--- config.mk ---
export PLATFORM = sky130hd
export DESIGN_NAME = bus_arbiter
export DESIGN_NICKNAME = d
export VERILOG_FILES = /design/src/rtl/bus_arbiter.sv
export SDC_FILE = /design/constraint.sdc
export NUM_CORES = 1
export LEC_CHECK = 0
export ABC_AREA = 1
export BUFFER_PORTS_ARGS = -buffer_cell sky130_fd_sc_hd__buf_2
export CAP_MARGIN = 0
export CORE_AREA = 2 2 105 107
export CTS_BUF_LIST = sky130_fd_sc_hd__clkbuf_8
export CTS_CLUSTER_DIAMETER = 40
export DETAILED_ROUTE_END_ITERATION = 7
export DIE_AREA = 0 0 107 109
export SYNTH_ARGS = -nofsm -noshare
export SYNTH_HDL_FRONTEND = slang
export SYNTH_SLANG_ARGS = --single-unit
--- constraint.sdc ---
create_clock -name clk -period 1.8 [get_ports clk]
set_clock_uncertainty 0.1 [all_clocks]
set_input_delay 0.09 -clock clk [delete_from_list [all_inputs] [get_ports clk]]
set_output_delay 0.09 -clock clk [all_outputs]
set_load 0.03 [all_outputs]
--- src/rtl/bus_arbiter.sv ---
// bus_arbiter: two-master arbiter in front of the shared bus slave side.
// Master 0 is the CPU and master 1 is the DMA-style requester. A granted
// master owns the bus until the slave acknowledges. Tie-breaking is either
// round-robin or fixed priority to master 0, selected by PRIO_FIXED.
// Optional transfer timeout: define BUS_ARBITER_TMO_EN to abort a grant that
// has waited TMO_CYCLES cycles for bus_ack.
//
//   state  | meaning
//   IDLE   | no owner, bus strobe low, waiting for a request
//   GRANT0 | master 0 owns the bus, slave side muxed from master 0
//   GRANT1 | master 1 owns the bus, slave side muxed from master 1
module bus_arbiter #(
  parameter bit          PRIO_FIXED = 1'b0,
  parameter int unsigned TMO_CYCLES = 255
) (
  input  logic        clk,
  input  logic        rst,
  input  logic        m0_stb,
  input  logic        m0_we,
  input  logic [21:0] m0_addr,
  input  logic [31:0] m0_dout,
  output logic [31:0] m0_din,
  output logic        m0_ack,
  input  logic        m1_stb,
  input  logic        m1_we,
  input  logic [21:0] m1_addr,
  input  logic [31:0] m1_dout,
  output logic [31:0] m1_din,
  output logic        m1_ack,
  output logic        bus_stb,
  output logic        bus_we,
  output logic [21:0] bus_addr,
  output logic [31:0] bus_dout,
  input  logic [31:0] bus_din,
  input  logic        bus_ack,
  output logic        owner,
  output logic        busy,
  output logic        tmo
);

  typedef enum logic [1:0] {IDLE, GRANT0, GRANT1} state_t;

  state_t state, state_nxt;
  logic   last, last_nxt;
  logic   expire;
  logic   done;

`ifdef BUS_ARBITER_TMO_EN
  logic [15:0] tmo_cnt;

  // Wait counter: restarts on every new grant, counts granted cycles without ack.
  always_ff @(posedge clk) begin
    if (rst) begin
      tmo_cnt <= 16'd0;
    end else if (state == IDLE || state_nxt != state) begin
      tmo_cnt <= 16'd0;
    end else if (!bus_ack) begin
      tmo_cnt <= tmo_cnt + 16'd1;
    end
  end

  // A real ack in the expiry cycle wins, so expiry requires bus_ack low.
  assign expire = (state != IDLE) && !bus_ack && (tmo_cnt == 16'(TMO_CYCLES));
`else
  assign expire = 1'b0;
`endif

  assign tmo   = expire;
  assign done  = bus_ack | expire;
  assign busy  = (state != IDLE);
  assign owner = (state == GRANT1);

  // State and last-served register; last=1 out of reset so master 0 wins the first tie.
  always_ff @(posedge clk) begin
    if (rst) begin
      state <= IDLE;
      last  <= 1'b1;
    end else begin
      state <= state_nxt;
      last  <= last_nxt;
    end
  end

  // Arbitration, completion handling and the slave-side data path mux.
  always_comb begin
    state_nxt = state;
    last_nxt  = last;
    bus_stb   = 1'b0;
    bus_we    = 1'b0;
    bus_addr  = 22'd0;
    bus_dout  = 32'd0;
    m0_ack    = 1'b0;
    m1_ack    = 1'b0;
    m0_din    = 32'd0;
    m1_din    = 32'd0;
    case (state)
      IDLE: begin
        if (m0_stb && m1_stb) begin
          state_nxt = (PRIO_FIXED || last) ? GRANT0 : GRANT1;
        end else if (m0_stb) begin
          state_nxt = GRANT0;
        end else if (m1_stb) begin
          state_nxt = GRANT1;
        end
      end
      GRANT0: begin
        bus_stb  = m0_stb & ~expire;
        bus_we   = m0_we;
        bus_addr = m0_addr;
        bus_dout = m0_dout;
        m0_ack   = done;
        m0_din   = expire ? 32'd0 : bus_din;
        if (done) begin
          last_nxt  = 1'b0;
          state_nxt = m1_stb ? GRANT1 : IDLE;
        end else if (!m0_stb) begin
          state_nxt = IDLE;
        end
      end
      GRANT1: begin
        bus_stb  = m1_stb & ~expire;
        bus_we   = m1_we;
        bus_addr = m1_addr;
        bus_dout = m1_dout;
        m1_ack   = done;
        m1_din   = expire ? 32'd0 : bus_din;
        if (done) begin
          last_nxt  = 1'b1;
          state_nxt = m0_stb ? GRANT0 : IDLE;
        end else if (!m1_stb) begin
          state_nxt = IDLE;
        end
      end
      default: state_nxt = IDLE;
    endcase
  end

endmodule

* Yosys cells after proc, flatten, opt, wreduce, memory -nomap -nowiden
Cells that the tools add are included.
** Word-level totals
- Output and inout bits :: 125
- RAM bits :: 0
- Memories kept :: 0
- Bits in latches :: 0
- Register bits :: 3
- Bits in read-only memories :: 0
** Operators by class
- Magnitude comparators :: 0
- Reduce and logical (&&, ||, !) cells :: 6
- Multiply operators :: 0
- Eq/ne operators :: 7
- Shifts and indexed selects :: 0
- Divide/modulo/power cells :: 0
- Bitwise logic cells :: 0
- Add/sub/neg operators :: 0
- Muxes and demuxes :: 22
** Operator list (count)
- 2-to-1 mux 32 bit :: 2
- one-hot mux 32 bit (2 select lines) :: 1
- one-hot mux 22 bit (2 select lines) :: 1
- 2-to-1 mux 2 bit :: 9
- inequality test 3 bit, second input constant :: 2
- one-hot mux 1 bit (2 select lines) :: 3
- one-hot mux 2 bit (3 select lines) :: 1
- AND reduction 3 bit :: 2
- 2-to-1 mux 1 bit :: 5
- inequality test 2 bit, second input constant :: 2
- inequality test 4 bit, second input constant :: 1
- nonzero test 2 bit :: 2
- == test 2 x 1 -> 1 bit, second input constant :: 1
- == test 2 bit, second input constant :: 1
- logical NOT 2 bit :: 1
- logical AND 1 bit :: 1

* Depth between registers and ports, before layout
- Depth after elaboration :: 4
- Gate-level depth with buffers :: 10

* Worst setup path before layout
OpenSTA, ideal clock, no wires.
- Path type :: flip-flop to output port
- Start point :: register state[0]
- End point :: output bus_addr[10]
- Stages on the path, launching flop included :: 7
- Required time :: 1.610 ns
- Slack :: -0.119 ns
- Arrival :: 1.729 ns
- Path through :: dfxtp_1 > inv_1 > ha_1 > buf_4 > buf_2 > nand2_1 > a21oi_1
** Between the ends
- Longest elaborated chain between the ends :: 2
- Elaborated cells between the ends (all ways) :: 3
** Ends and longest elaborated chain
- start, declared :: line 43 : state_t state, state_nxt;
- start signal, assigned :: line 79 : state <= state_nxt;
- == test 2 bit
- via owner :: line 36 : output logic owner,
- one-hot mux 22 bit (2 select lines) :: line 96 : case (state)
- end, declared :: line 32 : output logic [21:0] bus_addr,
The timed path passes the listed nets, and every way through them passes these cells.

* Worst setup path in the final report
- Start point :: register state[1]
- End point :: output bus_dout[25]
** Between the ends
- Longest elaborated chain between the ends :: 2
- Elaborated cells between the ends (all ways) :: 3
** Ends and longest elaborated chain
- == test 2 bit or == test 2 x 1 -> 1 bit (tied branches) :: line 96
- one-hot mux 32 bit (2 select lines) (*) :: line 96
- end, declared :: line 33 : output logic [31:0] bus_dout,
Mark *: on every way between the ends. The rest lies on a longest branch, timed or not.

==> run_results.csv <==
group,metric,value,unit
cts,insertion_delay,220,ps
setup_path,cp_max_fo,14,
setup_path,path_class,"reg2out",
place,gp_congestion,0.834,
setup_path,path_buf_inv,4,
min_path,min_path_type,"in2reg",
run_status,status,"finished, final reports clean",
setup_path,cp_slowest_stage_delay,360,ps
cts,htreeDepth,1,
cells_and_area,synthToLayoutAreaGrowth,121,%
cells_and_area,layout_commonest_cell,"buf_2",
floorplan,dieArea,11700,µm²
cells_and_area,final_cell_mix,"buf_2, nand2_1, inv_1, a21oi_2, buf_4",
sta,finalHoldViolations,0,
global_route,grt_pass1_vias,2653,
synthesis,post-synth-top-area-cell,"nand2_1",
sta,tns,0,ps
cts,clock_path_buffers,2,
cts,clkTransAtPathRegs,30,ps
floorplan,initial_core_util,0.155,
global_route,antenna_found_initial,0,
synthesis,synthDistinctLibCells,15,
route,vias_per_cell,3.99,
synthesis,synth.area.top_cells,"nand2_1, a21oi_1, inv_1, buf_2, ha_1",
setup_path,cp.arrival,1550,ps
synthesis,synth_warnings,0,
place,placed_cells,763,
floorplan,coreArea,10600,µm²
synthesis,ys_ff_latch,3,
route,routed_wl,8610,µm
global_route,grt_pass1_wl,12500,µm
cells_and_area,multi_input_area,1390,µm²
floorplan,io_pins,272,
sta,setup_viol,0,
setup_path,cp-start-kind,"flop",
cells_and_area,antenna_cells,0,
cells_and_area,utilization,0.342,
floorplan,die-width,107,µm
cells_and_area,n_fill_cell,1197,
route,dr.pass1.iters,4,
sta,fin_crit_sh,0.966,
place,numPortBuffers,270,
global_route,track_usage,0.130,
sta,rsz0062_at_grt,"true",
sta,whs,80.0,ps
route,route.detailed.drc,0,
cts,cts_sinks,3,
global_route,grt_max_degree,44,
sta,max_clock_freq,0.575,GHz
synthesis,netlist_area,1640,µm²
cells_and_area,fin_nets,786,
global_route,grt_overflow,0,
floorplan,row_count,38,
setup_path,cpLargestDelayFamily,"buffers and inverters",
route,routedWlPerCell,11.1,µm
place,hpwlAfterDp,6640,µm
sta,min_period,1740,ps
setup_path,cp-end-kind,"primary output",
floorplan,die-height,109,µm
cts,root_buffer,"clkbuf_8",
run,max_cap_violations,0,
setup_path,crit_required,1610,ps
sta,slew_viol_final,0,
cells_and_area,instances_no_fill,772,
route,drt_iter0_markers,113,
synthesis,synth_nets,525,
route,ant_nets,0,
setup_path,rrSetupSlack,220,ps
cts,cts_tree,"built",
pwr,p_per_area,524,nW/µm²
synthesis,synth_top_area_frac,0.432,
cells_and_area,drive_gt1_frac,0.551,
synthesis,synth_cells,372,
pwr,ir_worst_vdd,235,µV
setup_path,cpMaxStageDelayCell,"dfxtp_4",
pwr,fin_total_pwr,1900,µW
cells_and_area,final-seq-area,67.6,µm²
route,num_vias,3078,
synthesis,yosysSeqAreaShare,0.0366,
pwr,leakagePower,0.00240,µW
setup_path,path_cells,"inv_2 > ha_4 > inv_4 > bufbuf_16 > a21oi_2 > buf_4",
cts,cts_buffers,3,
synthesis,syn-mean-instance-area,4.42,µm²
power breakdown:
group | switching, µW | internal (µW) | total [µW]
Clock | 43.7 | 145 | 189
Combinational | 1040 | 589 | 1620
Sequential | 11.7 | 75.8 | 87.5
Total | 1090 | 810 | 1900
worst register-to-register path, stage by stage (launching register included):
cell       delay [ps]
dfxtp_4           360
inv_2              70
ha_4              210
buf_4             150
clkbuf_16         180
nand3_1            90
nand2_1            50
nor2_1             80
nor2_1             50
nor2_1             80
nor2_1             40
cells by family after synthesis:
logic type / after synthesis / synth area share
fa+ha+maj: 6 / 0.0457
flops: 3 / 0.0366
buf+inv: 101 / 0.262
simple gates: 202 / 0.474
compound gates: 59 / 0.180
other cells: 1 / 0.00228
final cells by class:
cell class,instances,share of cell area
timing repair buffer,283,0.460
multi-input combinational,268,0.382
inverter,74,0.0779
tap,140,0.0483
sequential,3,0.0186
clock buffer,3,0.0114
clock inverter,1,0.00103
worst paths after layout:
path         cells past startpoint      endpoint     start
min                              3          last   bus_ack
min reg2reg                      2          last      last
max reg2reg                     10      state[1]  state[1]
max                              6  bus_dout[25]  state[1]
cell usage after synthesis (all sizes together):
| master | number |
|---|---|
| nand3b | 1 |
| clkbuf | 1 |
| nand2 | 191 |
| inv | 74 |
| a21oi | 59 |
| nand3 | 2 |
| dfxtp | 3 |
| nor2 | 8 |
| conb | 1 |
| ha | 6 |
| buf | 26 |
per-stage QoR:
step                      area (µm²)  setup slack (ps)
final                           3630              60.7
after global routing            3630             -1.64
after CTS                       3550              4.16
after detailed placement        3360               184
after global placement          3360               211
after floorplan                 1830              4.29
registers in the layout, indices dropped and copies added (netlist names):
signal,flops
state,2
last,1
per-layer routing:
layer  share of wire  global-route usage  vias up
met4          0.0095              0.0325        0
met3           0.096              0.0251        8
met2            0.52               0.254      168
met5               0                   0        -
li1                -                   -     1599
met1            0.37               0.144     1303
what timing repair did:
| item | CTS | global route |
|---|---|---|
| setup endpoints to repair | 46 | 32 |
| resized for setup | 23 | 16 |
| hold buffers | 1 | 0 |
| buffers inserted | 0 | 1 |
| cloned | 2 | 1 |
| endpoints found under the hold margin | 3 | 0 |
Power figures use the tool's default switching activity.
